==> config.mk <==
export PLATFORM = sky130hd
export DESIGN_NAME = reg_mem_cmd_sequencer_flat
export DESIGN_NICKNAME = d
export VERILOG_FILES = /design/src/rtl/reg_mem_cmd_sequencer_if.sv /design/src/rtl/reg_mem_cmd_sequencer.sv /design/src/flat_wrapper.sv
export SDC_FILE = /design/constraint.sdc
export NUM_CORES = 1
export LEC_CHECK = 0
export ABC_CLOCK_PERIOD_IN_PS = 10800
export CAP_MARGIN = 15
export CORE_MARGIN = 3
export CORE_UTILIZATION = 30
export DETAILED_ROUTE_END_ITERATION = 10
export GPL_TIMING_DRIVEN = 1
export PLACE_DENSITY = 0.53
export RECOVER_POWER = 100
export SLEW_MARGIN = 20
export SYNTH_ARGS = -nofsm -noshare
export SYNTH_HDL_FRONTEND = slang
export SYNTH_SLANG_ARGS = --single-unit
==> constraint.sdc <==
create_clock -name clk -period 10.8 [get_ports clk]
set_input_delay 2.16 -clock clk [delete_from_list [all_inputs] [get_ports clk]]
set_output_delay 2.16 -clock clk [all_outputs]
set_load 0.005 [all_outputs]
==> src/rtl/reg_mem_cmd_sequencer_if.sv <==
// Command and response handshake bundle between a command producer and the sequencer.
interface reg_mem_cmd_sequencer_if;
   logic        cmd_valid;
   logic        cmd_ready;
   logic [1:0]  cmd_opcode;
   logic [2:0]  cmd_reg_addr;
   logic [3:0]  cmd_mem_addr;
   logic [31:0] cmd_data;
   logic        rsp_valid;
   logic        rsp_ready;
   logic [1:0]  rsp_opcode;
   logic [31:0] rsp_data;

   modport master (
      output cmd_valid, cmd_opcode, cmd_reg_addr, cmd_mem_addr, cmd_data, rsp_ready,
      input  cmd_ready, rsp_valid, rsp_opcode, rsp_data
   );

   modport slave (
      input  cmd_valid, cmd_opcode, cmd_reg_addr, cmd_mem_addr, cmd_data, rsp_ready,
      output cmd_ready, rsp_valid, rsp_opcode, rsp_data
   );
endinterface

==> src/rtl/reg_mem_cmd_sequencer.sv <==
// Buffers register/memory commands, issues them one at a time with fields held for
// the BRAM latency, and returns captured read data for opcodes 2/3.
module reg_mem_cmd_sequencer #(
   parameter int DEPTH    = 4,
   parameter int HOLD_CYC = 2
) (
   input  logic                  clk,
   input  logic                  rst,
   reg_mem_cmd_sequencer_if.slave bus,
   output logic [1:0]            opcode,
   output logic [2:0]            reg_addr,
   output logic [3:0]            mem_addr,
   output logic [31:0]           data,
   output logic                  issue,
   output logic                  busy,
   input  logic [31:0]           data_out,
   output logic [15:0]           cmd_count
);
   localparam int AW = $clog2(DEPTH);
   localparam int PW = AW + 1;
   localparam int CW = (HOLD_CYC > 1) ? $clog2(HOLD_CYC) : 1;

   typedef struct packed {
      logic [1:0]  op;
      logic [2:0]  ra;
      logic [3:0]  ma;
      logic [31:0] d;
   } cmd_t;

   typedef enum logic [1:0] {IDLE, ISSUE, WAIT, RESP} state_t;

   cmd_t          fifo_q [DEPTH];
   cmd_t          fifo_d [DEPTH];
   logic [PW-1:0] wptr_q, wptr_d, rptr_q, rptr_d;
   state_t        state_q, state_d;
   cmd_t          cur_q, cur_d;
   logic [CW-1:0] cnt_q, cnt_d;
   logic          issue_q, issue_d;
   logic          rsp_valid_q, rsp_valid_d;
   logic [1:0]    rsp_opcode_q, rsp_opcode_d;
   logic [31:0]   rsp_data_q, rsp_data_d;
   logic [15:0]   cmd_count_q, cmd_count_d;

   logic full, empty, push;
   cmd_t cmd_in;

   // Extra pointer bit distinguishes full from empty when the indices match.
   assign full  = (wptr_q[AW] != rptr_q[AW]) && (wptr_q[AW-1:0] == rptr_q[AW-1:0]);
   assign empty = (wptr_q == rptr_q);
   assign bus.cmd_ready = !rst && !full;
   assign push  = bus.cmd_valid && bus.cmd_ready;
   assign cmd_in = '{op: bus.cmd_opcode, ra: bus.cmd_reg_addr, ma: bus.cmd_mem_addr, d: bus.cmd_data};

   always_comb begin
      fifo_d       = fifo_q;
      wptr_d       = wptr_q;
      rptr_d       = rptr_q;
      state_d      = state_q;
      cur_d        = cur_q;
      cnt_d        = cnt_q;
      issue_d      = 1'b0;
      rsp_valid_d  = rsp_valid_q;
      rsp_opcode_d = rsp_opcode_q;
      rsp_data_d   = rsp_data_q;
      cmd_count_d  = cmd_count_q;
      if (push) begin
         fifo_d[wptr_q[AW-1:0]] = cmd_in;
         wptr_d = wptr_q + PW'(1);
      end
      case (state_q)
         IDLE: if (!empty) begin
            cur_d   = fifo_q[rptr_q[AW-1:0]];
            rptr_d  = rptr_q + PW'(1);
            issue_d = 1'b1;
            state_d = ISSUE;
         end
         ISSUE: begin
            cnt_d   = CW'(HOLD_CYC - 1);
            state_d = WAIT;
         end
         WAIT: if (cnt_q == '0) begin
            if (!cur_q.op[1]) begin
               if (cmd_count_q != 16'hFFFF) cmd_count_d = cmd_count_q + 16'd1;
               state_d = IDLE;
            end else begin
               rsp_data_d   = data_out;
               rsp_opcode_d = cur_q.op;
               rsp_valid_d  = 1'b1;
               state_d      = RESP;
            end
         end else begin
            cnt_d = cnt_q - CW'(1);
         end
         RESP: if (rsp_valid_q && bus.rsp_ready) begin
            rsp_valid_d = 1'b0;
            if (cmd_count_q != 16'hFFFF) cmd_count_d = cmd_count_q + 16'd1;
            state_d = IDLE;
         end
         default: state_d = IDLE;
      endcase
   end

   always_ff @(posedge clk or posedge rst) begin
      if (rst) begin
         for (int i = 0; i < DEPTH; i++) fifo_q[i] <= '0;
         wptr_q       <= '0;
         rptr_q       <= '0;
         state_q      <= IDLE;
         cur_q        <= '0;
         cnt_q        <= '0;
         issue_q      <= 1'b0;
         rsp_valid_q  <= 1'b0;
         rsp_opcode_q <= '0;
         rsp_data_q   <= '0;
         cmd_count_q  <= '0;
      end else begin
         fifo_q       <= fifo_d;
         wptr_q       <= wptr_d;
         rptr_q       <= rptr_d;
         state_q      <= state_d;
         cur_q        <= cur_d;
         cnt_q        <= cnt_d;
         issue_q      <= issue_d;
         rsp_valid_q  <= rsp_valid_d;
         rsp_opcode_q <= rsp_opcode_d;
         rsp_data_q   <= rsp_data_d;
         cmd_count_q  <= cmd_count_d;
      end
   end

   assign opcode         = cur_q.op;
   assign reg_addr       = cur_q.ra;
   assign mem_addr       = cur_q.ma;
   assign data           = cur_q.d;
   assign issue          = issue_q;
   assign busy           = (state_q != IDLE);
   assign bus.rsp_valid  = rsp_valid_q;
   assign bus.rsp_opcode = rsp_opcode_q;
   assign bus.rsp_data   = rsp_data_q;
   assign cmd_count      = cmd_count_q;
endmodule

==> src/flat_wrapper.sv <==
// flat-port wrapper written by rule: the top's interface ports become plain ports
module reg_mem_cmd_sequencer_flat 
#(
   parameter int DEPTH    = 4,
   parameter int HOLD_CYC = 2
)
  (clk, rst, opcode, reg_addr, mem_addr, data, issue, busy, data_out, cmd_count, bus_cmd_valid, bus_cmd_opcode, bus_cmd_reg_addr, bus_cmd_mem_addr, bus_cmd_data, bus_rsp_ready, bus_cmd_ready, bus_rsp_valid, bus_rsp_opcode, bus_rsp_data);
  reg_mem_cmd_sequencer_if bus_i ();
  input  logic clk;
  input  logic rst;
  output logic [1:0] opcode;
  output logic [2:0] reg_addr;
  output logic [3:0] mem_addr;
  output logic [31:0] data;
  output logic issue;
  output logic busy;
  input  logic [31:0] data_out;
  output logic [15:0] cmd_count;
  input wire logic [$bits(bus_i.cmd_valid)-1:0] bus_cmd_valid;
  input wire logic [$bits(bus_i.cmd_opcode)-1:0] bus_cmd_opcode;
  input wire logic [$bits(bus_i.cmd_reg_addr)-1:0] bus_cmd_reg_addr;
  input wire logic [$bits(bus_i.cmd_mem_addr)-1:0] bus_cmd_mem_addr;
  input wire logic [$bits(bus_i.cmd_data)-1:0] bus_cmd_data;
  input wire logic [$bits(bus_i.rsp_ready)-1:0] bus_rsp_ready;
  output wire logic [$bits(bus_i.cmd_ready)-1:0] bus_cmd_ready;
  output wire logic [$bits(bus_i.rsp_valid)-1:0] bus_rsp_valid;
  output wire logic [$bits(bus_i.rsp_opcode)-1:0] bus_rsp_opcode;
  output wire logic [$bits(bus_i.rsp_data)-1:0] bus_rsp_data;
  assign bus_i.cmd_valid = bus_cmd_valid;
  assign bus_i.cmd_opcode = bus_cmd_opcode;
  assign bus_i.cmd_reg_addr = bus_cmd_reg_addr;
  assign bus_i.cmd_mem_addr = bus_cmd_mem_addr;
  assign bus_i.cmd_data = bus_cmd_data;
  assign bus_i.rsp_ready = bus_rsp_ready;
  assign bus_cmd_ready = bus_i.cmd_ready;
  assign bus_rsp_valid = bus_i.rsp_valid;
  assign bus_rsp_opcode = bus_i.rsp_opcode;
  assign bus_rsp_data = bus_i.rsp_data;
  reg_mem_cmd_sequencer #(.DEPTH(DEPTH), .HOLD_CYC(HOLD_CYC)) u_core (.clk(clk), .rst(rst), .bus(bus_i), .opcode(opcode), .reg_addr(reg_addr), .mem_addr(mem_addr), .data(data), .issue(issue), .busy(busy), .data_out(data_out), .cmd_count(cmd_count));
endmodule
==> results.cfg, run 1 <==
[die]
dieHeight_um = 200
core_area_um2 = 36800
initial_core_util_pct = 30.6
fp.dieW_um = 200
die-area_um2 = 39900
ios = 172
fp-row-count = 70

[critical_path]
path_cells = xnor2_1 > a31oi_1 > clkbuf_1 > mux2_2
worstSetupEndpointType = register
slowest_delay_ns = 2.29
r2r_end = u_core.data[5]
cp.required_ns = 11.21
r2r_cells = 4
cp_max_fo = 44
slowest_stage = dfrtp_1
rrSetupSlack_ns = 3.97
r2r_start = u_core.rptr_q[0]
crit_path_start_kind = register
cp.arrival_ns = 7.24
critPathKind = reg2reg

[run_status]
status = complete, but fails checks
violations = max-capacitance violations, max-slew violations

[global_route]
antenna_found_initial = 1
grt_pass1_wl_um = 39400
grtUsageTotal_pct = 12.5
grt_pass1_vias = 6844
grt.overflow.total = 0
grt_max_degree = 179

[sta]
worst_slew_pin_slew_ns = 4.06
maxSlewHeadroom_pct = -172
rsz0062_at_grt = false
setup_viol = 0
fmax_mhz = 146
post-route-period-util_pct = 63.3
setup_tns_ns = 0
drv_slew = 388
finClkSkew_ns = 0.0147
hold_viol_final = 0
fin_crit_ns = 6.83

[pwr]
p_per_area_nw_per_um2 = 298
vdd_drop_max_uv = 128
p_leak_nw = 6.08

[route]
drt_iter0_drc = 213
ant_nets = 0
via_per_inst = 4.74
first_pass_iters = 4
wl_um = 25100
wl_per_cell_um = 18.6
drc = 0
vias = 6392

[worst_hold_path]
holdCritStartpoint = u_core.bus.rsp_opcode[1]
hold_class = reg2reg
hold_end = u_core.bus.rsp_opcode[1]
hold_path_depth = 1

[synthesis]
async_flop_share_pct = 100
synth_edf_count = 0
yosys_warnings = 0
ys_types = 40
synth_top_family_by_area = multiplexers
muxShareOfSynthArea_pct = 32.4
ys_seq_area_share_pct = 59.1
syn_avg_cell_area_um2 = 16.4
synthCells = 688
synthAdderAreaFrac_pct = 0.999
yosys.area_share.simple_pct = 2.84
synthXorXnorAreaFrac_pct = 1.78
synthFlopType = dfrtp_1
syn_area_um2 = 11300
synth_nets = 774
synth_seq_cells = 266
synth_compound_area_share_pct = 0.966

[final_layout]
area_growth_pct = 26.9
antenna_cells = 0
final_core_util_pct = 38.9
seqCellArea_um2 = 6660
layout-drive-gt1-share_pct = 36.1
fillerInstances = 3513
multiInputGateArea_um2 = 4330
layout.nets = 949

[clocking]
cts_setup_buffers = 0
cts_tree = done
cts_sinks = 266
cts_buffers = 30
clk_latency_ns = 0.55
h-tree-depth = 1
cts_resized = 0
cts.clk_slew.worst_paths_ns = 0.06
root_buffer = clkbuf_16
clock_path_buffers = 3
hold_buffers = 0

[place]
gp_congestion = 0.711
dp_hpwl_um = 14700
io_buffers = 171

[run]
max_cap_viol_count = 9
-- stage by stage --
step	std cells	hold slack [ns]	area, um^2	setup slack, ns	total power, mW
floorplan	688	0.459	11300	1.31	2.79
global placement	1298	0.452	13500	5.18	3.40
detailed placement	1298	0.470	13500	5.16	3.44
CTS	1347	0.488	14400	5.16	4.42
global route	1348	0.498	14300	3.08	4.58
finish	1348	0.480	14300	3.97	4.27
-- critical path, delay by kind of cell (launching register included) --
family | cells | cell delay (ns)
AO/OA/AOI/OAI | 1 | 1.56
XOR/XNOR | 1 | 0.53
buffers and inverters | 1 | 1.81
flip-flops | 1 | 2.29
multiplexers | 1 | 0.46
-- cell type report --
class                   count  share of cell area, %
clock buffers              47                   6.26
flip-flops and latches    266                   46.5
repair buffers            177                   12.5
well taps                 468                   4.09
clock inverters             2                  0.105
inverters                  10                  0.271
multi-input cells         378                   30.3
-- power breakdown --
group / internal [mW] / leakage [nW] / switching [mW]
registers: 1.49 / 3.20 / 0.287
logic: 1.02 / 2.44 / 0.529
clock network: 0.560 / 0.437 / 0.391
-- cell usage after synthesis, drive strengths merged (2+ instances only) --
master	instances	share of area (%)
clkbuf	8	0.27
mux2	241	24
and4	3	0.23
nor3	4	0.18
a31oi	5	0.33
dfrtp	266	59
nand4	2	0.11
buf	26	1.4
o21ai	2	0.089
nor4	8	0.44
xnor2	8	0.69
nand3	4	0.18
ha	9	1.0
nor3b	4	0.27
and3	2	0.11
inv	10	0.33
nand2	17	0.83
xor2	14	1.1
nor2b	2	0.11
mux4	41	8.2
-- worst max path at each step --
stage | startpoint | to | slack (ns) | cells after the start
after floorplan | rst | u_core.bus.rsp_data[0] | 1.31 | 1
after global placement | rst | bus_cmd_ready | 5.18 | 3
after detailed placement | rst | bus_cmd_ready | 5.16 | 3
after CTS | rst | bus_cmd_ready | 5.16 | 3
after global routing | u_core.rptr_q[0] | u_core.rptr_q[2] | 3.08 | 5
final | u_core.rptr_q[0] | u_core.data[5] | 3.97 | 4
-- sequential cells by signal, indices dropped and copies added, names as in the netlist --
signal,count
u_core.fifo_q,164
u_core.bus.rsp_data,32
u_core.data,32
u_core.cmd_count,16
u_core.mem_addr,4
u_core.reg_addr,3
u_core.rptr_q,3
u_core.wptr_q,3
u_core.bus.rsp_opcode,2
u_core.opcode,2
u_core.state_q,2
u_core.bus.rsp_valid,1
u_core.cnt_q,1
u_core.issue,1
-- layer usage --
metal / vias up / global-route usage [%] / part of all wire (%)
met4: 2 / 2.84 / 1.9
li1: 2884 / - / -
met5: - / 0 / 0.052
met2: 159 / 20.7 / 47
met3: 36 / 2.77 / 5.7
met1: 3311 / 17.0 / 46
-- logic make-up (layout without fill, tap and decap cells) --
kind of cell             count (synthesis)  after routing
AO/OA/AOI/OAI                           12             12
XOR/XNOR                                22             22
adder cells (fa/ha/maj)                  9              9
buffers and inverters                   44            236
flip-flops                             266            266
multiplexers                           283            283
AND/OR/NAND/NOR                         52             52
-- placed cells by master, fill, tap and decap left out, types with 3 or more instances in the layout --
master	instances
dfrtp_1	265
mux2_2	232
dlygate4sd3_1	97
clkdlybuf4s50_1	74
mux4_2	41
clkbuf_16	31
nand2_1	17
xor2_1	14
clkbuf_1	12
inv_1	9
mux2_1	9
ha_1	9
nor4_1	8
xnor2_1	8
clkbuf_8	6
a31oi_1	5
nor3b_1	4
nand3_1	4
nor3_1	4
and4_1	3
Power figures use the tool's default switching activity.
==> run 2: changes to the inputs <==
Settings changed: ABC_CLOCK_PERIOD_IN_PS 10800 to 6500.
Clock period 10.8 ns to 6.5 ns, I/O delays scaled along.
==> run 2 against run 1 <==
Net effect:
- the run still ends with max-capacitance violations, max-slew violations left
- cell count increased by 0.45%
- first-iteration DRC count decreased by 1.9%
- setup slack got worse by 2.4 ns
- worst hold slack got worse by 0.016 ns
- wire length fell by 0.97%
- clock-buffer cell count decreased by 1
- clock skew fell by 0.0071 ns
- combinational power rose by 64%
- critical path type unchanged
- critical endpoint is now u_core.data[10]
==> results.cfg, run 2 (synthesis gave the netlist of run 1 again) <==
[run_status]
status = complete, but fails checks
violations = max-capacitance violations, max-slew violations

[critical_path]
worstSetupEndpointType = register
crit_path_start_kind = register
critPathBufInv = 1
cp.arrival_ns = 5.33
path_cells = xnor2_1 > a31oi_1 > buf_4 > mux2_2
slowest_delay_ns = 2.32
cp.required_ns = 6.92
cp_max_fo = 44
startpoint = u_core.rptr_q[0]
critPathKind = reg2reg
crit_family = compound AO/OA/AOI/OAI gates
slowest_stage = a31oi_1
r2r_start = u_core.rptr_q[0]

[sta]
whs_ns = 0.463
maxSlewHeadroom_pct = -116
worst_slew_pin_slew_ns = 3.23
hold_viol_final = 0
setup_viol = 0
post-route-period-util_pct = 75.4
fmax_mhz = 204
rsz0062_at_grt = false
finClkSkew_ns = 0.00760
drv_slew = 69
fin_crit_ns = 4.90
setup_tns_ns = 0

[clocking]
hold_buffers = 0
cts_buffers = 31
cts_setup_buffers = 0
clk_latency_ns = 0.54
cts_resized = 0
cts_sinks = 266
cts.clk_slew.worst_paths_ns = 0.06
root_buffer = clkbuf_16
clock_path_buffers = 3
h-tree-depth = 1
cts_tree = done

[pwr]
combPwrFrac_pct = 35.2
swShare_pct = 28.2
p_clk_share_pct = 23.9
total_power_mw = 7.19
seqPwrFrac_pct = 40.9
p_per_area_nw_per_um2 = 498
vdd_drop_max_uv = 260
p_leak_nw = 6.19
p_int_mw = 5.16
switchingPower_mw = 2.02

[final_layout]
largest_register = u_core.fifo_q
layout-drive-gt1-share_pct = 37.7
fillerInstances = 3485
layout.nets = 949
antenna_cells = 0
mostFrequentLayoutCells = dfrtp_1, mux2_2, dlygate4sd3_1, clkdlybuf4s50_1, mux4_2
largest_reg_flops = 164
area_growth_pct = 28.1
layout_commonest_cell = dfrtp_1

[global_route]
grt.overflow.total = 0
grt_max_degree = 132
grt_pass1_wl_um = 39200
antenna_found_initial = 0
grtUsageTotal_pct = 12.4
grt_pass1_vias = 6870

[worst_hold_path]
holdCritStartpoint = u_core.bus.rsp_opcode[1]
hold_class = reg2reg

[die]
die-area_um2 = 39900
ios = 172
fp.dieW_um = 200
initial_core_util_pct = 30.6
fp-row-count = 70
dieHeight_um = 200
core_area_um2 = 36800

[place]
dp_hpwl_um = 14800
gp_congestion = 0.737
io_buffers = 171

[route]
ant_nets = 0
vias = 6348
drt_iter0_drc = 209
drc = 0
wl_um = 24900
first_pass_iters = 6
via_per_inst = 4.69
wl_per_cell_um = 18.4

[run]
max_cap_viol_count = 3
-- run 2: cell count changes in the layout (fill, tap and decap cells not counted), sizes merged --
cell / change
clkbuf: -2
bufinv: +2
clkinv: +8
clkinvlp: -2
-- run 2: cell type report --
cell class	count	area [um^2]	share of cell area, %
Clock inverter	10	100	0.693
Clock buffer	46	922	6.39
Inverter	10	38.8	0.269
Sequential cell	266	6660	46.1
Tap cell	468	586	4.06
Timing Repair Buffer	176	1770	12.3
Multi-Input combinational cell	378	4360	30.2
-- run 2: metrics by stage --
stage          worst slack, ns  utilization, %  cells  instance area [um^2]
4_1_cts                   2.43            39.4   1354                 14500
3_5_place_dp              2.66            36.6   1298                 13500
6_report                  1.60            39.2   1354                 14400
2_1_floorplan             1.69               -    688                 11300
3_3_place_gp              2.69            36.6   1298                 13500
5_1_grt                   1.20            39.2   1354                 14400
-- run 2: power groups by stage --
| stage | clock (mW) | sequential (mW) | combinational [mW] |
|---|---|---|---|
| 5_1_grt | 1.85 | 3.06 | 2.77 |
| 2_1_floorplan | 0 | 2.82 | 1.81 |
| 3_3_place_gp | 0 | 2.98 | 2.67 |
| 4_1_cts | 1.79 | 2.97 | 2.71 |
| 6_report | 1.72 | 2.94 | 2.53 |
| 3_5_place_dp | 0 | 3.00 | 2.71 |
-- run 2: final timing paths --
kind | endpoint | slack (ns) | cells past startpoint
max in group asynchronous | u_core.rptr_q[0] | 3.81 | 3
max | u_core.data[10] | 1.60 | 4
min reg2reg | u_core.bus.rsp_opcode[1] | 0.46 | 1
min in group asynchronous | u_core.bus.rsp_data[31] | 1.43 | 2
max reg2reg | u_core.data[10] | 1.60 | 4
min | u_core.bus.rsp_opcode[1] | 0.46 | 1
-- run 2: layer usage --
| metal | up-vias | wire length (um) | GRT usage [%] |
|---|---|---|---|
| met5 | - | 0 | 0 |
| met4 | 0 | 596 | 3.00 |
| met3 | 38 | 1260 | 2.52 |
| met2 | 153 | 11300 | 19.9 |
| met1 | 3273 | 11700 | 17.5 |
| li1 | 2884 | - | - |
==> run 3: changes to the inputs <==
Settings changed: ABC_CLOCK_PERIOD_IN_PS 6500 to 4200, PLACE_DENSITY 0.53 to 0.55.
Clock period 6.5 ns to 4.2 ns, I/O delays scaled along.
==> run 3 against run 2 <==
Net effect:
- the flow still finishes with violations (max-capacitance violations, max-slew violations)
- register-to-register slack worse by 0.70 ns
- clock power rose by 55%
- sequential power increased by 51%
- maximum frequency rose by 49%
- clock-buffer cell count shrank 3
- combinational power up 60%
==> results.cfg, run 3 (synthesis gave the netlist of run 1 again) <==
[run_status]
status = complete, but fails checks
violations = max-capacitance violations, max-slew violations

[clocking]
clk_latency_ns = 0.55
clock_path_buffers = 3
cts_setup_buffers = 0
hold_buffers = 0
cts_resized = 0
cts.clk_slew.worst_paths_ns = 0.06
h-tree-depth = 1
cts_tree = done
cts_sinks = 266
root_buffer = clkbuf_16
cts_buffers = 30

[global_route]
grt_pass1_wl_um = 39300
grtUsageTotal_pct = 12.4
grt_max_degree = 44
grt_pass1_vias = 6891
antenna_found_initial = 2
grt.overflow.total = 0

[die]
die-area_um2 = 39900
fp.dieW_um = 200
initial_core_util_pct = 30.6
ios = 172
core_area_um2 = 36800
fp-row-count = 70
dieHeight_um = 200

[critical_path]
critPathKind = reg2reg
cp_max_fo = 17
worstSetupEndpointType = register
endpoint = u_core.data[21]
r2r_cells = 4
startpoint = u_core.wptr_q[1]
rrSetupSlack_ns = 0.90
cp.required_ns = 4.63
crit_cells = 4
cp.arrival_ns = 3.73
r2r_end = u_core.data[21]
slowest_delay_ns = 1.65
crit_family = compound AO/OA/AOI/OAI gates
path_cells = xnor2_1 > a31oi_1 > buf_4 > mux2_2
crit_path_start_kind = register
slowest_stage = a31oi_1
r2r_start = u_core.wptr_q[1]
critPathBufInv = 1

[final_layout]
largest_register = u_core.fifo_q
final_core_util_pct = 39.5
layout-drive-gt1-share_pct = 38.3
seqCellArea_um2 = 6660
mostFrequentLayoutCells = dfrtp_1, mux2_2, dlygate4sd3_1, clkdlybuf4s50_1, mux4_2
fillerInstances = 3450
layout.nets = 957
final_cells = 1362
final_cell_area_um2 = 14500
multiInputGateArea_um2 = 4370
area_growth_pct = 29.0
antenna_cells = 0
largest_reg_flops = 164
layout_commonest_cell = dfrtp_1

[place]
io_buffers = 171
dp.cells = 1307
dp_hpwl_um = 15900
place_area_um2 = 13600
gp_congestion = 0.724

[sta]
fin_crit_ns = 3.30
drv_slew = 86
fmax_mhz = 303
finClkSkew_ns = 0.0175
rsz0062_at_grt = false
setup_viol = 0
worst_slew_pin_slew_ns = 2.11
post-route-period-util_pct = 78.6
maxSlewHeadroom_pct = -41.4
hold_viol_final = 0
whs_ns = 0.473

[pwr]
p_leak_nw = 6.22
total_power_mw = 11.2
p_per_area_nw_per_um2 = 768
vdd_drop_max_uv = 400

[route]
wl_per_cell_um = 18.3
wl_um = 24900
via_per_inst = 4.74
first_pass_iters = 4
drt_iter0_drc = 174
drc = 0
ant_nets = 0
vias = 6450

[run]
max_cap_viol_count = 3

[worst_hold_path]
hold_class = reg2reg
run 3: through the flow:
step | setup slack [ns] | setup TNS, ns
4_1_cts | 1.15 | 0
3_3_place_gp | 0.945 | 0
3_5_place_dp | 0.956 | 0
2_1_floorplan | -0.151 | -40.30
5_1_grt | 0.581 | 0
6_report | 0.901 | 0
run 3: cell type report:
cell class                 count  area share, %
clock inverter                12          0.947
clock buffer                  43           6.06
timing repair buffer         185           12.8
sequential                   266           45.8
inverter                      10          0.267
multi-input combinational    378           30.1
tap                          468           4.03
run 3: power by group:
group / switching, mW / internal, mW / total, mW / leakage, nW
Combinational: 1.49 / 2.56 / 4.05 / 2.51
Sequential: 0.617 / 3.83 / 4.44 / 3.20
Clock: 1.04 / 1.63 / 2.67 / 0.506
run 3: metal layers:
layer	track usage, %	part of all wire (%)	vias up
li1	-	-	2902
met1	17.1	46	3333
met2	20.0	46	171
met3	2.92	6.7	40
met4	2.74	1.8	4
met5	0	0.11	-
run 3: worst min path at each step:
stage / depth (start not counted) / slack, ns / to / startpoint
floorplan: 1 / 0.46 / u_core.fifo_q[76] / u_core.fifo_q[76]
global placement: 1 / 0.45 / u_core.bus.rsp_opcode[1] / u_core.bus.rsp_opcode[1]
global route: 1 / 0.50 / u_core.bus.rsp_data[22] / u_core.bus.rsp_data[22]
CTS: 1 / 0.48 / u_core.bus.rsp_opcode[1] / u_core.bus.rsp_opcode[1]
finish: 1 / 0.47 / u_core.bus.rsp_opcode[1] / u_core.bus.rsp_opcode[1]
detailed placement: 1 / 0.47 / u_core.bus.rsp_opcode[1] / u_core.bus.rsp_opcode[1]
run 3: worst reg2reg max path, stage by stage (launching register included):
cell	delay, ns
dfrtp_1	0.42
xnor2_1	0.23
a31oi_1	1.65
buf_4	0.50
mux2_2	0.38
